$ cat src/rtl/reg_dump.sv
// Streams the contents of a register file out over a valid/ready channel.
// Each word is read live from the file: READ -> LATCH -> SEND per address, then a one-cycle DONE.
module reg_dump #(
    parameter int p_WORD_LEN      = 16,
    parameter int p_REG_ADDR_LEN  = 3,
    parameter int p_REG_FILE_SIZE = 8
) (
    input  logic                      i_clk,
    input  logic                      i_rst,
    input  logic                      i_start,
    output logic                      o_busy,
    output logic [p_REG_ADDR_LEN-1:0] o_rd_addr,
    input  logic [p_WORD_LEN-1:0]     i_rd_data,
    output logic [p_WORD_LEN-1:0]     o_data,
    output logic                      o_valid,
    input  logic                      i_ready,
    output logic                      o_last,
    output logic                      o_done
);

    localparam logic [p_REG_ADDR_LEN-1:0] LAST_ADDR = p_REG_ADDR_LEN'(p_REG_FILE_SIZE - 1);
    localparam logic [p_REG_ADDR_LEN-1:0] ADDR_ONE  = p_REG_ADDR_LEN'(1);

    typedef enum logic [2:0] {
        IDLE  = 3'd0,
        READ  = 3'd1,
        LATCH = 3'd2,
        SEND  = 3'd3,
        DONE  = 3'd4
    } state_t;

    state_t                      state_r;
    state_t                      state_next_s;
    logic [p_REG_ADDR_LEN-1:0]   rd_addr_r;
    logic [p_WORD_LEN-1:0]       data_r;
    logic                        valid_r;
    logic                        last_r;
    logic                        done_r;
    logic                        busy_r;
    logic                        xfer_s;
    logic                        at_last_s;

    assign xfer_s    = valid_r & i_ready;
    assign at_last_s = (rd_addr_r == LAST_ADDR);

    // Next-state decode; a start request is only honoured from IDLE.
    always_comb begin
        state_next_s = state_r;
        case (state_r)
            IDLE: begin
                if (i_start) begin
                    state_next_s = READ;
                end else begin
                    state_next_s = IDLE;
                end
            end
            READ:  state_next_s = LATCH;
            LATCH: state_next_s = SEND;
            SEND: begin
                if (xfer_s) begin
                    if (at_last_s) begin
                        state_next_s = DONE;
                    end else begin
                        state_next_s = READ;
                    end
                end else begin
                    state_next_s = SEND;
                end
            end
            DONE:    state_next_s = IDLE;
            default: state_next_s = IDLE;
        endcase
    end

    // State and output registers; reset beats both start and an in-flight transfer.
    always_ff @(posedge i_clk) begin
        if (i_rst) begin
            state_r   <= IDLE;
            rd_addr_r <= '0;
            data_r    <= '0;
            valid_r   <= 1'b0;
            last_r    <= 1'b0;
            done_r    <= 1'b0;
            busy_r    <= 1'b0;
        end else begin
            state_r <= state_next_s;
            busy_r  <= (state_next_s != IDLE);
            done_r  <= (state_next_s == DONE);
            case (state_r)
                IDLE: begin
                    if (i_start) begin
                        rd_addr_r <= '0;
                    end
                end
                LATCH: begin
                    // Read data is registered in the file, so it is valid now.
                    data_r  <= i_rd_data;
                    valid_r <= 1'b1;
                    last_r  <= at_last_s;
                end
                SEND: begin
                    if (xfer_s) begin
                        valid_r <= 1'b0;
                        last_r  <= 1'b0;
                        if (!at_last_s) begin
                            rd_addr_r <= rd_addr_r + ADDR_ONE;
                        end
                    end
                end
                default: begin
                    rd_addr_r <= rd_addr_r;
                end
            endcase
        end
    end

    assign o_busy    = busy_r;
    assign o_rd_addr = rd_addr_r;
    assign o_data    = data_r;
    assign o_valid   = valid_r;
    assign o_last    = last_r;
    assign o_done    = done_r;

endmodule

$ cat config.mk
export PLATFORM = sky130hd
export DESIGN_NAME = reg_dump
export DESIGN_NICKNAME = d
export VERILOG_FILES = /design/src/rtl/reg_dump.sv
export SDC_FILE = /design/constraint.sdc
export NUM_CORES = 1
export LEC_CHECK = 0
export ABC_AREA = 1
export CORE_MARGIN = 2
export CORE_UTILIZATION = 38
export DETAILED_ROUTE_END_ITERATION = 8
export PLACE_DENSITY_LB_ADDON = 0.1
export RECOVER_POWER = 50
export SYNTH_ARGS = -nofsm -noshare
export SYNTH_HDL_FRONTEND = slang
export SYNTH_SLANG_ARGS = --single-unit
$ cat constraint.sdc
create_clock -name i_clk -period 1.19 [get_ports i_clk]
set_input_delay 0.238 -clock i_clk [delete_from_list [all_inputs] [get_ports i_clk]]
set_output_delay 0.238 -clock i_clk [all_outputs]
set_load 0.1 [all_outputs]
---- Yosys cells after proc, flatten, opt, wreduce, memory -nomap -nowiden ----
Cells that the tools add are included.
cells by class
  add/subtract/negate cells ............... 1
  reductions and logical operators ........ 6
  bitwise gates (word level) .............. 1
  equality and inequality tests ........... 8
  mux-type cells .......................... 11
operators by type and width
  cell                 count
  $mux 3               5
  $pmux 3 s4           1
  $eq 3x2->1 const B   2
  $eq 3x3->1 const B   2
  $ne 2x2->1 const B   3
  $pmux 3 s2           1
  $pmux 1 s2           2
  $reduce_and 4->1     1
  $reduce_bool 2->1    2
  $add 3x1->3 const B  1
  $eq 3x1->1 const B   1
  $logic_not 3->1      1
  $reduce_bool 3->1    1
  $mux 1               2
  $reduce_and 2->1     1
  $and 1x1->1          1
storage, ports and cells
  bits in registers ....................... 26
  output and inout port bits .............. 23

---- Logic depth before layout (Yosys ltp) ----
  depth in word-level cells ............... 5
  mapped depth ............................ 8

---- Worst setup path before layout ----
OpenSTA, ideal clock, no wires.
  kind .................................... reg-to-reg
  from .................................... register rd_addr_r[1], in the netlist o_rd_addr[1]
  to ...................................... register busy_r, in the netlist o_busy
  required time ........................... 1.078 ns
  buffers on the path ..................... 0
  clock period less this slack ............ 1.923 ns
  path slack .............................. -0.733 ns
  arrival time ............................ 1.810 ns
  library setup time ...................... 0.112 ns
  cell stages (with the launch flop) ...... 8
  cell sequence ........................... dfxtp_1 > ha_1 > ha_1 > nand3_1 > nand2_1 > nand3_1 > nand2_1 > nand2_1
on the way
  longest elaborated chain between the ends .. 5
RTL lines
  item                    line  text
  from (decl)             34    logic [p_REG_ADDR_LEN-1:0] rd_addr_r;
  from (signal assigned)  106   rd_addr_r <= rd_addr_r + ADDR_ONE;
  from (signal assigned)  111   rd_addr_r <= rd_addr_r;
  $eq 3x3->1              44    assign at_last_s = (rd_addr_r == LAST_ADDR);
  $mux 3                  61    if (at_last_s) begin
  $mux 3                  60    if (xfer_s) begin
  $pmux 3 s4              49    case (state_r)
  $reduce_bool 3->1       87    busy_r <= (state_next_s != IDLE);
  to (signal assigned)    87
  to (decl)               39    logic busy_r;
No other way between the ends.
A chain may end at the register's enable or synchronous reset.

---- Worst setup path in the final report ----
  from .................................... register rd_addr_r[1], in the netlist o_rd_addr[1]
  to ...................................... output port o_rd_addr[1]
RTL lines
  item       line  text
  to (decl)  12    output logic [p_REG_ADDR_LEN-1:0] o_rd_addr,
No word-level cell between the ends.

==> results by group <==
Synthesis
  • Area contributors post-synth: dfxtp_1 49%, nand3_1 12%, nand2_1 9.8%
  • Synth top area share: around half
  • Library cells used by synthesis: 19
  • Synth area leader: dfxtp_1
  • Net Count, Synth: 150
  • Yosys reg bits: 26
  • Synth warnings: 0
  • Synthesized cell area: around 0.0011 mm²
  • Sequential share of the synthesized area: about half
  • Synthesized area per cell: 8.338 µm²
  • Syn Inst Count: ~130

Global route
  • Total global-route track usage: 16.55%
  • Remaining global-route overflow: 0
  • First-pass GRT wire length: 4.250 mm
  • Number of antenna violations at the first check in global routing: 0
  • Largest net degree at the start of global routing: 21
  • Number of global-route vias before repair: slightly above 1,000

Worst setup path
  • Reg-to-Reg End: o_rd_addr[0]$_SDFFE_PP0P_
  • CP Launch Point: o_rd_addr[1]$_SDFFE_PP0P_
  • FF-to-FF path depth: 6
  • R2r setup slk: 20 ps
  • Arrival time at the worst endpoint: approximately 960 ps
  • CP required: about 950 ps
  • Worst-path fanout max: 2
  • Worst-path cell chain: buf_6, buf_12
  • Critical path's slowest cell: dfxtp_4
  • Worst setup path end: o_rd_addr[1]
  • Crit. End Element: output pin
  • Crit path kind: reg2out
  • Critical path launch point type: register
  • Worst path max stage delay: approximately 380 ps
  • Reg-to-Reg Start: o_rd_addr[1]$_SDFFE_PP0P_

Routing
  • Post-DRT Antenna Nets: 0
  • Iter 0 DRT Violations: 30
  • Vias: around 1,000
  • Drt wl/cell: about 13 µm
  • DRT Pass-1 Iters: 4
  • DRC violations left: 0
  • Vias per cell: slightly below 5
  • Final WL: roughly 2.7 mm

Timing
  • Final hold slack: about 490 ps
  • RSZ-0062 raised after global routing: yes
  • Final WS setup: -7.645 ps
  • Setup_tns: -14.05 ps
  • Hold Vio Cnt, Final: 0
  • Worst-Margin Slew: ~230 ps
  • Crit share post-route: 100.6%
  • Slew Viols, Final: 0
  • Layout Skew: between 8 and 9 ps
  • Max frequency: approximately 830 MHz
  • Relative slew slack: 84.38%
  • Crit path time final: 1198 ps
  • # setup viols final: 2

Final layout
  • Design Area, Final: roughly 0.0019 mm²
  • Antenna Diode Count: 0
  • Layout area overhead: 78.31%
  • Layout cells sized above 1: around 40%
  • Fillers: ~240
  • Layout Cells excl Fill: 207
  • Layout net count: 199
  • Final core occ: a little over two thirds

Clock tree
  • Clk buf depth: 2
  • Root Driver: clkbuf_4
  • CTS Sinks: 26
  • Cts bufs inserted: 3
  • Htree depth: 1
  • CTS tree: yes
  • CTS clk-pin slew, worst paths: about 130 ps
  • Worst skew pair latency: approximately 300 ps

Placed design
  • Placer Congestion: 0.7726
  • Placed cell count: between 200 and 250
  • Number of port buffers: 42
  • Placed Area: between 0.0015 and 0.002 mm²
  • Hpwl dp: ~2.1 mm

Job
  • Max_cap viols: 0

Outcome
  • Failing checks: negative setup slack
  • Status: finished, violations left

Power and ir drop
  • Clock network fraction of total power: ~16%
  • Flop pwr share: between 40 and 50%
  • Maximum VDD drop: between 1 and 1.5 mV
  • Pwr Density: around 1200 mW/mm²
  • Switching share of power: a little under two fifths
  • Combinational Power Share: about two fifths
  • Net load switching power: ~0.83 mW
  • Internal: 1.392 mW
  • Leak: between 0.7 and 0.8 nW

Floorplanning
  • Die footprint: ~0.0032 mm²
  • Rows: 19
  • I/O pin count: between 40 and 50
  • Core region area: ~0.0027 mm²
  • Die Span X: around 57 µm
  • Initial Utilization: about two fifths
  • Die Height: about 57 µm

Min path
  • Hold Path Class: in2reg
-- stage by stage --
stage | worst slack, ps | power, mW
after global placement | -160.7 | 1.832
after detailed placement | -209.9 | 1.846
final | -7.645 | 2.218
after CTS | -18.14 | 2.211
after floorplan | -101.3 | 1.527
after global routing | -55.45 | 2.316
-- repair_timing --
action / in CTS / in global routing
pin swaps: 1 / 1
endpoints found under the setup margin: 4 / 23
hold endpoints to repair: 0 / 0
hold buffers: 0 / 0
gates resized for setup: 2 / 4
buffers inserted: 0 / 2
-- power groups by stage --
stage	Combinational, mW	Clock [mW]	Sequential (mW)
after floorplan	0.210	0	1.32
after global placement	0.825	0	1.01
after detailed placement	0.836	0	1.01
after CTS	0.839	0.381	0.991
after global routing	0.898	0.420	0.999
final	0.862	0.364	0.993
-- kinds of logic after synthesis --
family / synth area share (%)
adder cells (fa/ha/maj): 2.344
flip-flops: 48.77
AO/OA/AOI/OAI: 10.55
buffers and inverters: 8.910
AND/OR/NAND/NOR: 29.43
-- critical path: cells and delay by family (launching register included) --
kind                   cells  cell delay [ps]
buffers and inverters      2              270
flip-flops                 1              380
-- cells in the final DEF (no fill, tap or decap), types with 3 or more instances in the layout --
cell type and count:
a21oi_1 19, dfxtp_2 19, clkdlybuf4s50_1 19, nand3_2 3
dfxtp_4 4, inv_1 9, buf_12 25, nand2_1 28
nor2_1 3, nand3_1 23, dfxtp_1 3, buf_4 3
clkbuf_4 3
-- metal layers --
metal	part of all wire (%)	up-vias	wire [µm]	track usage, %
li1	-	519	-	-
met5	0	-	0	0
met1	40	470	1063	17.83
met4	0.60	0	16	2.990
met2	53	35	1427	31.86
met3	6.3	2	168	4.989
-- worst min-delay path by stage --
stage	startpoint	endpoint	depth (start not counted)
floorplan	i_rd_data[10]	o_data[10]$_SDFFE_PP0P_	2
global placement	o_data[2]$_SDFFE_PP0P_	o_data[2]$_SDFFE_PP0P_	2
detailed placement	o_last$_SDFFE_PP0P_	o_last$_SDFFE_PP0P_	2
CTS	i_rd_data[13]	o_data[13]$_SDFFE_PP0P_	3
global route	i_rd_data[1]	o_data[1]$_SDFFE_PP0P_	3
finish	i_rd_data[6]	o_data[6]$_SDFFE_PP0P_	3
-- cells in the mapped netlist (all sizes together) --
library cell,count
nand2,30
clkbuf,2
nand4,1
nand3,26
buf,3
dfxtp,26
ha,2
nor2,6
a21oi,21
inv,11
-- state kept, by name, indices dropped and copies added (netlist names) --
signal     count
o_valid        1
o_done         1
o_last         1
state_r        3
o_busy         1
o_data        16
o_rd_addr      3
-- layout make-up --
type / count / area [µm²] / share of cell area [%]
timing repair buffer: 49 / 735.7 / 38.66
sequential: 26 / 559.3 / 29.39
multi-input combinational: 86 / 499.2 / 26.23
inverter: 11 / 43.79 / 2.301
tap: 31 / 38.79 / 2.038
clock buffer: 4 / 26.28 / 1.381
Note: power is estimated with default switching activity, not from simulation.
